[config.mk]
export PLATFORM = sky130hd
export DESIGN_NAME = rd_vec_loader
export DESIGN_NICKNAME = d
export VERILOG_FILES = /design/src/rtl/rd_pkg.sv /design/src/rtl/rd_addr_gen.sv /design/src/rtl/rd_vec_loader.sv
export SDC_FILE = /design/constraint.sdc
export NUM_CORES = 1
export LEC_CHECK = 0
export ABC_AREA = 1
export CAP_MARGIN = 5
export CORE_MARGIN = 1.5
export CORE_UTILIZATION = 35
export DETAILED_ROUTE_END_ITERATION = 12
export DONT_BUFFER_PORTS = 1
export HOLD_SLACK_MARGIN = 0.1
export MAX_ROUTING_LAYER = met4
export SLEW_MARGIN = 5
export SYNTH_ARGS = -nofsm -noshare
export SYNTH_HDL_FRONTEND = slang
export SYNTH_SLANG_ARGS = --single-unit
[constraint.sdc]
create_clock -name clk -period 9.8 [get_ports clk]
set_input_delay 1.96 -clock clk [delete_from_list [all_inputs] [get_ports clk]]
set_output_delay 1.96 -clock clk [all_outputs]
set_load 0.02 [all_outputs]
[src/rtl/rd_pkg.sv]
// rd_pkg: shared definitions for the read-side vector loader.
//   state_e      loader FSM states
//   *_DEF        default widths used as parameter defaults by rd_vec_loader
package rd_pkg;

    localparam int unsigned N_DEF     = 32;
    localparam int unsigned W_DEF     = 8;
    localparam int unsigned LANES_DEF = 4;
    localparam int unsigned LEN_W_DEF = 16;

    typedef enum logic [1:0] {
        IDLE,
        RUN,
        DRAIN
    } state_e;

endpackage

[src/rtl/rd_addr_gen.sv]
// rd_addr_gen: N-bit read-address counter.
//   clk, rst   clock, async active-high reset (clears addr)
//   load       synchronous load of load_val (priority over en)
//   load_val   value to load
//   en         increment by one, wrapping modulo 2^N
//   addr       current address
module rd_addr_gen #(
    parameter int unsigned N = 32
) (
    input  logic         clk,
    input  logic         rst,
    input  logic         load,
    input  logic [N-1:0] load_val,
    input  logic         en,
    output logic [N-1:0] addr
);

    logic [N-1:0] addr_q;

    always_ff @(posedge clk or posedge rst) begin
        if (rst) begin
            addr_q <= '0;
        end else if (load) begin
            addr_q <= load_val;
        end else if (en) begin
            addr_q <= addr_q + N'(1);
        end
    end

    assign addr = addr_q;

endmodule

[src/rtl/rd_vec_loader.sv]
// rd_vec_loader: walks consecutive addresses, issues single-word reads to a
// 1-cycle-latency memory, packs LANES words into a vector and hands it out
// over a valid/ready handshake.
//   clk, rst            clock, async active-high reset
//   start               command strobe (only honoured in IDLE)
//   base_addr, num_vecs command operands, latched on accepted start
//   mem_addr, mem_re    read request; data returns on mem_rdata next cycle
//   mem_rdata           read data
//   vec_out, vec_valid  output vector (lane 0 = lowest address in low bits)
//   vec_ready           consumer ready
//   busy                FSM not idle
//   done                one-cycle pulse after the command completes
module rd_vec_loader
    import rd_pkg::*;
#(
    parameter int unsigned N     = N_DEF,
    parameter int unsigned W     = W_DEF,
    parameter int unsigned LANES = LANES_DEF,
    parameter int unsigned LEN_W = LEN_W_DEF
) (
    input  logic               clk,
    input  logic               rst,
    input  logic               start,
    input  logic [N-1:0]       base_addr,
    input  logic [LEN_W-1:0]   num_vecs,
    output logic [N-1:0]       mem_addr,
    output logic               mem_re,
    input  logic [W-1:0]       mem_rdata,
    output logic [LANES*W-1:0] vec_out,
    output logic               vec_valid,
    input  logic               vec_ready,
    output logic               busy,
    output logic               done
);

    localparam int unsigned CW = $clog2(LANES + 1);

    state_e                    state_q, state_d;
    logic [CW-1:0]             iss_cnt_q, iss_cnt_d;
    logic [CW-1:0]             rcv_cnt_q, rcv_cnt_d;
    logic [LEN_W-1:0]          vecs_left_q, vecs_left_d;
    logic [LANES-1:0][W-1:0]   asm_q, asm_d;
    logic [LANES*W-1:0]        vec_q, vec_d;
    logic                      valid_q, valid_d;
    logic                      rd_pending_q;
    logic                      done_q, done_d;
    logic                      addr_load;
    logic                      hs;
    logic                      xfer;

    rd_addr_gen #(
        .N (N)
    ) u_addr_gen (
        .clk      (clk),
        .rst      (rst),
        .load     (addr_load),
        .load_val (base_addr),
        .en       (mem_re),
        .addr     (mem_addr)
    );

    assign hs   = valid_q && vec_ready;
    // Output register is free when empty or being drained this cycle.
    assign xfer = (state_q == RUN) && (rcv_cnt_q == CW'(LANES)) && (!valid_q || vec_ready);

    always_comb begin
        state_d     = state_q;
        iss_cnt_d   = iss_cnt_q;
        rcv_cnt_d   = rcv_cnt_q;
        vecs_left_d = vecs_left_q;
        asm_d       = asm_q;
        vec_d       = vec_q;
        valid_d     = valid_q;
        done_d      = 1'b0;
        mem_re      = 1'b0;
        addr_load   = 1'b0;

        if (hs) begin
            valid_d = 1'b0;
        end

        if (rd_pending_q) begin
            for (int i = 0; i < LANES; i++) begin
                if (rcv_cnt_q == CW'(i)) begin
                    asm_d[i] = mem_rdata;
                end
            end
            rcv_cnt_d = rcv_cnt_q + CW'(1);
        end

        unique case (state_q)
            IDLE: begin
                if (start) begin
                    if (num_vecs != '0) begin
                        addr_load   = 1'b1;
                        vecs_left_d = num_vecs;
                        iss_cnt_d   = '0;
                        rcv_cnt_d   = '0;
                        state_d     = RUN;
                    end else begin
                        done_d = 1'b1;
                    end
                end
            end
            RUN: begin
                if (xfer) begin
                    vec_d       = asm_q;
                    valid_d     = 1'b1;
                    iss_cnt_d   = '0;
                    rcv_cnt_d   = '0;
                    vecs_left_d = vecs_left_q - LEN_W'(1);
                    if (vecs_left_q == LEN_W'(1)) begin
                        state_d = DRAIN;
                    end
                end else if ((iss_cnt_q < CW'(LANES)) && (vecs_left_q != '0)) begin
                    mem_re    = 1'b1;
                    iss_cnt_d = iss_cnt_q + CW'(1);
                end
            end
            DRAIN: begin
                if (hs) begin
                    state_d = IDLE;
                    done_d  = 1'b1;
                end
            end
            default: state_d = IDLE;
        endcase
    end

    always_ff @(posedge clk or posedge rst) begin
        if (rst) begin
            state_q      <= IDLE;
            iss_cnt_q    <= '0;
            rcv_cnt_q    <= '0;
            vecs_left_q  <= '0;
            asm_q        <= '0;
            vec_q        <= '0;
            valid_q      <= 1'b0;
            rd_pending_q <= 1'b0;
            done_q       <= 1'b0;
        end else begin
            state_q      <= state_d;
            iss_cnt_q    <= iss_cnt_d;
            rcv_cnt_q    <= rcv_cnt_d;
            vecs_left_q  <= vecs_left_d;
            asm_q        <= asm_d;
            vec_q        <= vec_d;
            valid_q      <= valid_d;
            rd_pending_q <= mem_re;
            done_q       <= done_d;
        end
    end

    assign vec_out   = vec_q;
    assign vec_valid = valid_q;
    assign busy      = (state_q != IDLE);
    assign done      = done_q;

endmodule
Word-level counts from Yosys, hierarchy flattened:

Cells that the tools add are included.

* register bits after elaboration: 123
* input port bits: 60
* output and inout port bits: 68
* word-level logic and storage cells: 87

* add/subtract/negate cells: 4
* magnitude comparators: 1
* eq/ne operators: 13
* multiplexer cells: 35
* reduce and logical (&&, ||, !) cells: 21

Operators by type and width (number)
* 32-bit 2-to-1 mux: 2
* 16-bit 2-to-1 mux: 3
* 32-bit by 1-bit adder with 32-bit output (second input constant): 1
* 16-bit one-hot mux with 2 select lines: 1
* 16-bit nonzero test: 2
* 3-bit 2-to-1 mux: 8
* 16-bit by 1-bit equality test with 1-bit output (second input constant): 1
* 16-bit by 1-bit subtractor with 16-bit output (second input constant): 1
* 1-bit 2-to-1 mux: 12
* 3-bit one-hot mux with 2 select lines: 2
* 2-bit 2-to-1 mux: 5
* 2-bit AND reduction: 5
* 2-bit != test (second input constant): 4
* 4-bit AND reduction: 2
* 3-bit by 1-bit adder with 3-bit output (second input constant): 2
* 3-bit by 2-bit equality test with 1-bit output (second input constant): 2
* 2-bit one-hot mux with 3 select lines: 1
* 2-bit nonzero test: 3
* 5-bit AND reduction: 1
* 1-bit logical AND: 4
* 3-bit by 1-bit equality test with 1-bit output (second input constant): 1
* 3-bit equality test (second input constant): 1
* 3-bit zero test: 1
* 3-bit < comparator (second input constant): 1
* 8 further kinds: 8

Longest topological paths before layout:

Gate-level depths: netlist (run 1).

* depth in word-level cells: 7
* gate-level depth with buffers: 12

By module:

A second synthesis (run 1) with hierarchy kept.

* cells, all modules: 810
* area, all modules: 6657.6 µm²

By module, submodules not included
* rd_vec_loader: times used 1, cells each 481, area an instance 4375.4 µm², sequential area each 2277.2 µm²
* rd_addr_gen: times used 1, cells each 329, area an instance 2282.2 µm², sequential area each 800.8 µm²

Worst setup path after synthesis (run 1):

No wires, ideal clock.

* kind: input port to output port
* from: input port vec_ready
* to: output port mem_re
* data arrival time: 2780 ps
* data required time: 7840 ps
* setup slack: 5060 ps
* stages: 5
* path buffers: 0
* path through: inv_1 > nand2_1 > a21oi_4 > inv_2 > nor2_2

* longest elaborated chain between the ends: 4

Ends and longest elaborated chain
* start: declaration: line rd_vec_loader.sv:31 `input logic vec_ready,`
* 1-bit logical OR: line rd_vec_loader.sv:64 `assign xfer = (state_q == RUN) && (rcv_cnt_q == CW'(LANES)) && (!valid_q || vec_ready);`
* 1-bit logical AND: line rd_vec_loader.sv:64
* 1-bit 2-to-1 mux: line rd_vec_loader.sv:106 `if (xfer) begin`
* 1-bit 2-to-1 mux: line rd_vec_loader.sv:91 `unique case (state_q)`
* end: declaration: line rd_vec_loader.sv:27 `output logic mem_re,`

Every way passes these cells.

Final worst setup path (run 1):

Ends and elaborated chain as after synthesis.

==> metrics.yaml, run 1 <==
powerDensity_nw_per_um2: 342
yosys.area.top_type: "dfrtp_1"
grt_max_degree: 79
synth_xor_area_frac: 0.0114
cp_cell_sequence: "inv_1, nand2_1, a21oi_4, inv_2, nor2_2"
place.gp.congestion: 0.932
synth_area_per_cell_um2: 7.67
rsz0062_at_grt: "no"
num_vias: 5729
syn_to_final_growth_pct: 10.1
ys.flop_type: "dfrtp_1"
h-tree-depth: 4
synthArstFlopShare: 1.00
max_stage_delay_ns: 0.47
dieHeight_um: 144
cts_sinks: 123
yosys.area_share.simple: 0.334
cpMaxStageDelayCell: "nor2_2"
numCtsBuffers: 17
multi_input_area_um2: 3300
arrival_ns: 2.98
maxSlewViolCount: 0
synthMuxAreaShare: 0.0564
synth-compound-area-share: 0.0582
drt-initial-drc-count: 283
ctsHoldBuffers: 0
grt_pass1_vias: 5268
start_util: 0.357
p_total_mw: 2.61
setup_viol: 0
wl_per_cell_um: 15.1
insertion_delay_ns: 0.42
crit_family: "simple AND/OR/NAND/NOR gates"
netlist_top_cells_area: "dfrtp_1 (44%), nand2_1 (17%), mux2_2 (4.7%), inv_1 (4.6%), nand3_1 (4.4%)"
slew_headroom: 0.351
hold_depth: 2
startpoint_type: "input port"
rows: 51
cts_resized: 0
fmax_ghz: 0.202
fin_setup_tns_ns: 0
antenna_found_initial: 1
die_area_um2: 20600
path_class: "in -> out"
r2r_cells: 7
max_cap_viol_count: 0
placed_cell_area_um2: 7060
status: "completed"
io_pins: 128
firstDrtPassIters: 5
gr-total-overflow: 0
hold_class: "reg -> reg"
postSynthCellCount: 903
finalCritPeriodShare: 0.504
grt_usage: 0.183
worst_slew_pin_slew_ns: 0.973
yosysWarnings: 0
required_ns: 7.84
fill_cells: 2021
setup_ws_ns: 4.86
die_width_um: 144
synth_nets: 972
drtAntennaViolNets: 0
pre_cts_ws_ns: 4.87
hold_violations: 0
wirelength_mm: 17.7
syn-cell-area_um2: 6920
grt_pass1_wl_mm: 28.1
cp_num_buf_inv: 2
worst-path-stages: 5
synth_fa_ha_area_frac: 0.0163
fin_skew_ns: 0.0139
synth.most_common_cell: "nand2_1"
seqCellArea_um2: 3080
drive_gt1_frac: 0.105
root_buffer: "clkbuf_16"
dp_hpwl_mm: 12.4
ys_ff_latch: 123
fin_crit_ns: 4.94
clk_pin_slew_ns: 0.05
cts_tree: "yes"
post_cts_buffers: 0
nNetsFinal: 962
yosysSeqAreaShare: 0.445
p_leak_nw: 3.69
final_area_um2: 7620
core_um2: 19400
synth_top_area_frac: 0.445
critPathMaxFanout: 7
endpoint_kind: "primary output"
synth_edf_count: 0
ys_types: 35
synth_top_cells_by_count: "nand2_1 (322), dfrtp_1 (123), inv_1 (85)"
ff2ff_setup_slack_ns: 7.20
cts_max_path_buffers: 2
drc: 0
io_buffers: 0
vias_per_cell: 4.89
synth_top_family_by_area: "simple AND/OR/NAND/NOR gates"
irDropWorstVdd_mv: 0.140
[cell families after synthesis]
group	count (synthesis)
AO/OA/AOI/OAI	75
buffers and inverters	121
adder cells (fa/ha/maj)	9
AND/OR/NAND/NOR	531
XOR/XNOR	9
flip-flops	123
multiplexers	35
[worst paths after layout]
path,startpoint,end
max reg2reg,state_q[0],u_addr_gen.addr[8]
min,iss_cnt_q[1],iss_cnt_q[1]
min reg2reg,iss_cnt_q[1],iss_cnt_q[1]
min in group asynchronous,rst,asm_q[12]
max in group asynchronous,rst,asm_q[23]
max,vec_ready,mem_re
[metrics by stage]
step,hold WS (ns),instances,utilization
global route,0.495,1172,0.393
CTS,0.482,1171,0.393
finish,0.474,1172,0.393
floorplan,0.442,903,-
detailed placement,0.464,1139,0.364
global placement,0.460,1139,0.364
[power by group]
part,internal [mW],leakage [nW],switching (mW)
clock network,0.351,0.257,0.241
registers,0.740,1.48,0.388
logic,0.322,1.95,0.566
[flip-flops by register name, indices dropped and copies added, names as in the netlist]
| signal | count |
|---|---|
| asm_q | 32 |
| done | 1 |
| iss_cnt_q | 3 |
| rcv_cnt_q | 3 |
| rd_pending_q | 1 |
| state_q | 2 |
| u_addr_gen.addr | 32 |
| vec_out | 32 |
| vec_valid | 1 |
| vecs_left_q | 16 |
[cells in the final DEF, fill, tap and decap left out, types with 6 or more instances in the layout]
cell | synthesis | layout
nand4_1 | 30 | 30
inv_1 | 85 | 84
nor2_2 | 8 | 9
xnor2_1 | 6 | 6
o211ai_1 | 6 | 6
ha_1 | 9 | 9
o21ai_0 | 59 | 59
clkbuf_16 | 0 | 17
a21oi_1 | 7 | 7
dfrtp_1 | 123 | 123
mux2_2 | 29 | 29
nand3b_1 | 9 | 9
nand3_1 | 61 | 61
nand2_1 | 322 | 322
nor2_1 | 81 | 80
[metal layers]
layer  vias up  routed length (µm)  track usage
li1       2867                   -            -
met1      2703                8370        0.242
met2       138                8000        0.270
met3        21                1030       0.0453
met4         0                 283       0.0661
met5         -                   0            -
[final cells by class]
type                            count  area share
Tap cell                          265      0.0435
Antenna cell                        1    0.000328
Multi-Input combinational cell    659       0.433
Inverter                           90      0.0450
Timing Repair Buffer                2     0.00197
Clock buffer                       20      0.0573
Sequential cell                   123       0.404
Clock inverter                     12      0.0154
[worst register-to-register path: cells and delay by family (launching register included)]
family	cells	cell delay, ns
buf+inv	2	0.58
simple gates	5	1.45
flops	1	0.46
No activity file was read; power rests on OpenSTA's default activity.
==> run 2: changes to the inputs <==
- clock period: 9.8 -> 4.8 ns (I/O delays scaled with it)
==> metrics.yaml, run 2 (synthesized netlist as in run 1, its figures left out) <==
status: "completed"
wirelength_mm: 17.8  # +0.88%
irDropWorstVdd_mv: 0.289  # +110%
slew_headroom: 0.291  # -0.0599
hold_violations: 0  # unchanged
fmax_ghz: 0.329
cts_resized: 0  # unchanged
clk_pin_slew_ns: 0.06  # about the same
cp_num_buf_inv: 3  # +1
cts_max_path_buffers: 2  # unchanged
crit_family: "simple AND/OR/NAND/NOR gates"
fin_crit_ns: 3.04
maxSlewViolCount: 0  # unchanged
grt_usage: 0.186  # +0.00349
insertion_delay_ns: 0.42  # about the same
fin_skew_ns: 0.0142  # +0.000288 ns
startpoint_type: "register"
worst-path-stages: 7  # +2
cp_cell_sequence: "inv_1, ha_1, nand2_1, inv_1, a21oi_4, inv_2, nor2_2"
die_area_um2: 20600  # unchanged
grt_max_degree: 85  # +7.6%
start_util: 0.357  # unchanged
comb_power_share: 0.329  # -0.011
placed_cell_area_um2: 7070  # +0.11%
vias_per_cell: 4.86  # -0.65%
numCtsBuffers: 17  # unchanged
ctsHoldBuffers: 0  # unchanged
rsz0062_at_grt: "no"
path_common_cell: "inv_1"
grt_pass1_wl_mm: 28.7  # +2.3%
powerDensity_nw_per_um2: 708  # +110%
swShare: 0.446  # -0.0120
drtAntennaViolNets: 0  # unchanged
p_sw_mw: 2.43  # +100%
r2r_cells: 7  # unchanged
nNetsFinal: 963  # +0.10%
cts_tree: "yes"
endpoint_kind: "primary output"
dieHeight_um: 144  # unchanged
firstDrtPassIters: 5  # unchanged
drc: 0  # unchanged
required_ns: 3.84  # -4.00 ns
final_common_cell: "nand2_1"
io_buffers: 0  # unchanged
antenna_found_initial: 1  # unchanged
fin_setup_tns_ns: 0  # unchanged
grt_pass1_vias: 5338  # +1.3%
final_cell_mix: "nand2_1 (322), dfrtp_1 (123), inv_1 (84)"
die_width_um: 144  # unchanged
setup_viol: 0  # unchanged
drt-initial-drc-count: 345  # +22%
critPathMaxFanout: 7  # unchanged
max_cap_viol_count: 0  # unchanged
wl_per_cell_um: 15.2  # +0.88%
io_pins: 128  # unchanged
p_leak_nw: 3.73  # +1.1%
hold_depth: 2  # unchanged
finalCritPeriodShare: 0.633
holdWs_ns: 0.479  # +0.00521 ns
hold_class: "reg -> reg"
arrival_ns: 2.08  # -0.90 ns
pwr-share-seq: 0.425  # -0.008
dp_hpwl_mm: 12.7  # +2.9%
h-tree-depth: 4  # unchanged
syn_to_final_growth_pct: 11.1
gr-total-overflow: 0  # unchanged
worst_slew_pin_slew_ns: 1.06  # +0.0898 ns
final_area_um2: 7690  # +0.94%
post_cts_buffers: 0  # unchanged
drive_gt1_frac: 0.108  # +0.00331
max_stage_delay_ns: 0.45  # -0.02 ns
path_class: "reg -> out"
root_buffer: "clkbuf_16"
place.gp.congestion: 0.887  # -4.8%
core_um2: 19400  # unchanged
cts_sinks: 123  # unchanged
num_vias: 5692  # -0.65%
cpMaxStageDelayCell: "nor2_2"
rows: 51  # unchanged
pwr-share-clk: 0.246  # +0.019
p_int_mw: 3.02  # +110%
## run 2: changes by cell type in the layout (fill, tap and decap cells not counted)
cell and change:
clkbuf_1 -3, bufinv_16 +2, buf_4 +1, clkinvlp_4 -1, clkbuf_8 +2, clkinv_2 -1
## run 2: metrics by stage
stage | worst slack [ns] | instances | utilization | power, mW
CTS | 1.72 | 1171 | 0.396 | 5.50
detailed placement | 1.77 | 1140 | 0.365 | 4.14
global route | 1.59 | 1172 | 0.397 | 5.89
global placement | 1.83 | 1140 | 0.365 | 4.09
floorplan | 0.569 | 903 | - | 3.74
finish | 1.76 | 1172 | 0.397 | 5.45
## run 2: final cells by class
cell class                      count  area, µm²
Antenna cell                        1       2.50
Clock buffer                       19        453
Tap cell                          265        332
Inverter                           90        343
Clock inverter                     12        165
Fill cell                        2039      11700
Timing Repair Buffer                3       22.5
Sequential cell                   123       3080
Multi-Input combinational cell    659       3300
## run 2: path summary, 6_finish.rpt
kind,to,startpoint,slack (ns)
worst max register to register,u_addr_gen.addr[8],state_q[0],2.31
worst max-delay path,mem_re,rcv_cnt_q[0],1.76
worst min-delay path,asm_q[7],asm_q[7],0.48
min in group asynchronous,vec_out[23],rst,0.68
max in group asynchronous,vec_out[20],rst,3.23
worst min register to register,asm_q[7],asm_q[7],0.48
## run 2: layer usage
metal | track usage | vias to the layer above | routed length (µm)
li1 | - | 2891 | -
met1 | 0.246 | 2649 | 8470
met2 | 0.279 | 138 | 8090
met3 | 0.0523 | 14 | 1090
met4 | 0.0537 | 0 | 187
met5 | - | - | 0
## run 2: tightest hold or removal path: cells and delay by family (launching register included)
kind             cells  cell delay [ns]
flip-flops           1             0.34
AND/OR/NAND/NOR      1             0.05
AO/OA/AOI/OAI        1             0.05
## run 2: power groups by stage
stage          Combinational (mW)  Clock [mW]  Sequential (mW)
2_1_floorplan                1.60           0             2.14
3_3_place_gp                 1.77           0             2.32
3_5_place_dp                 1.81           0             2.33
4_1_cts                      1.81        1.37             2.32
5_1_grt                      2.09        1.41             2.39
6_report                     1.79        1.34             2.31
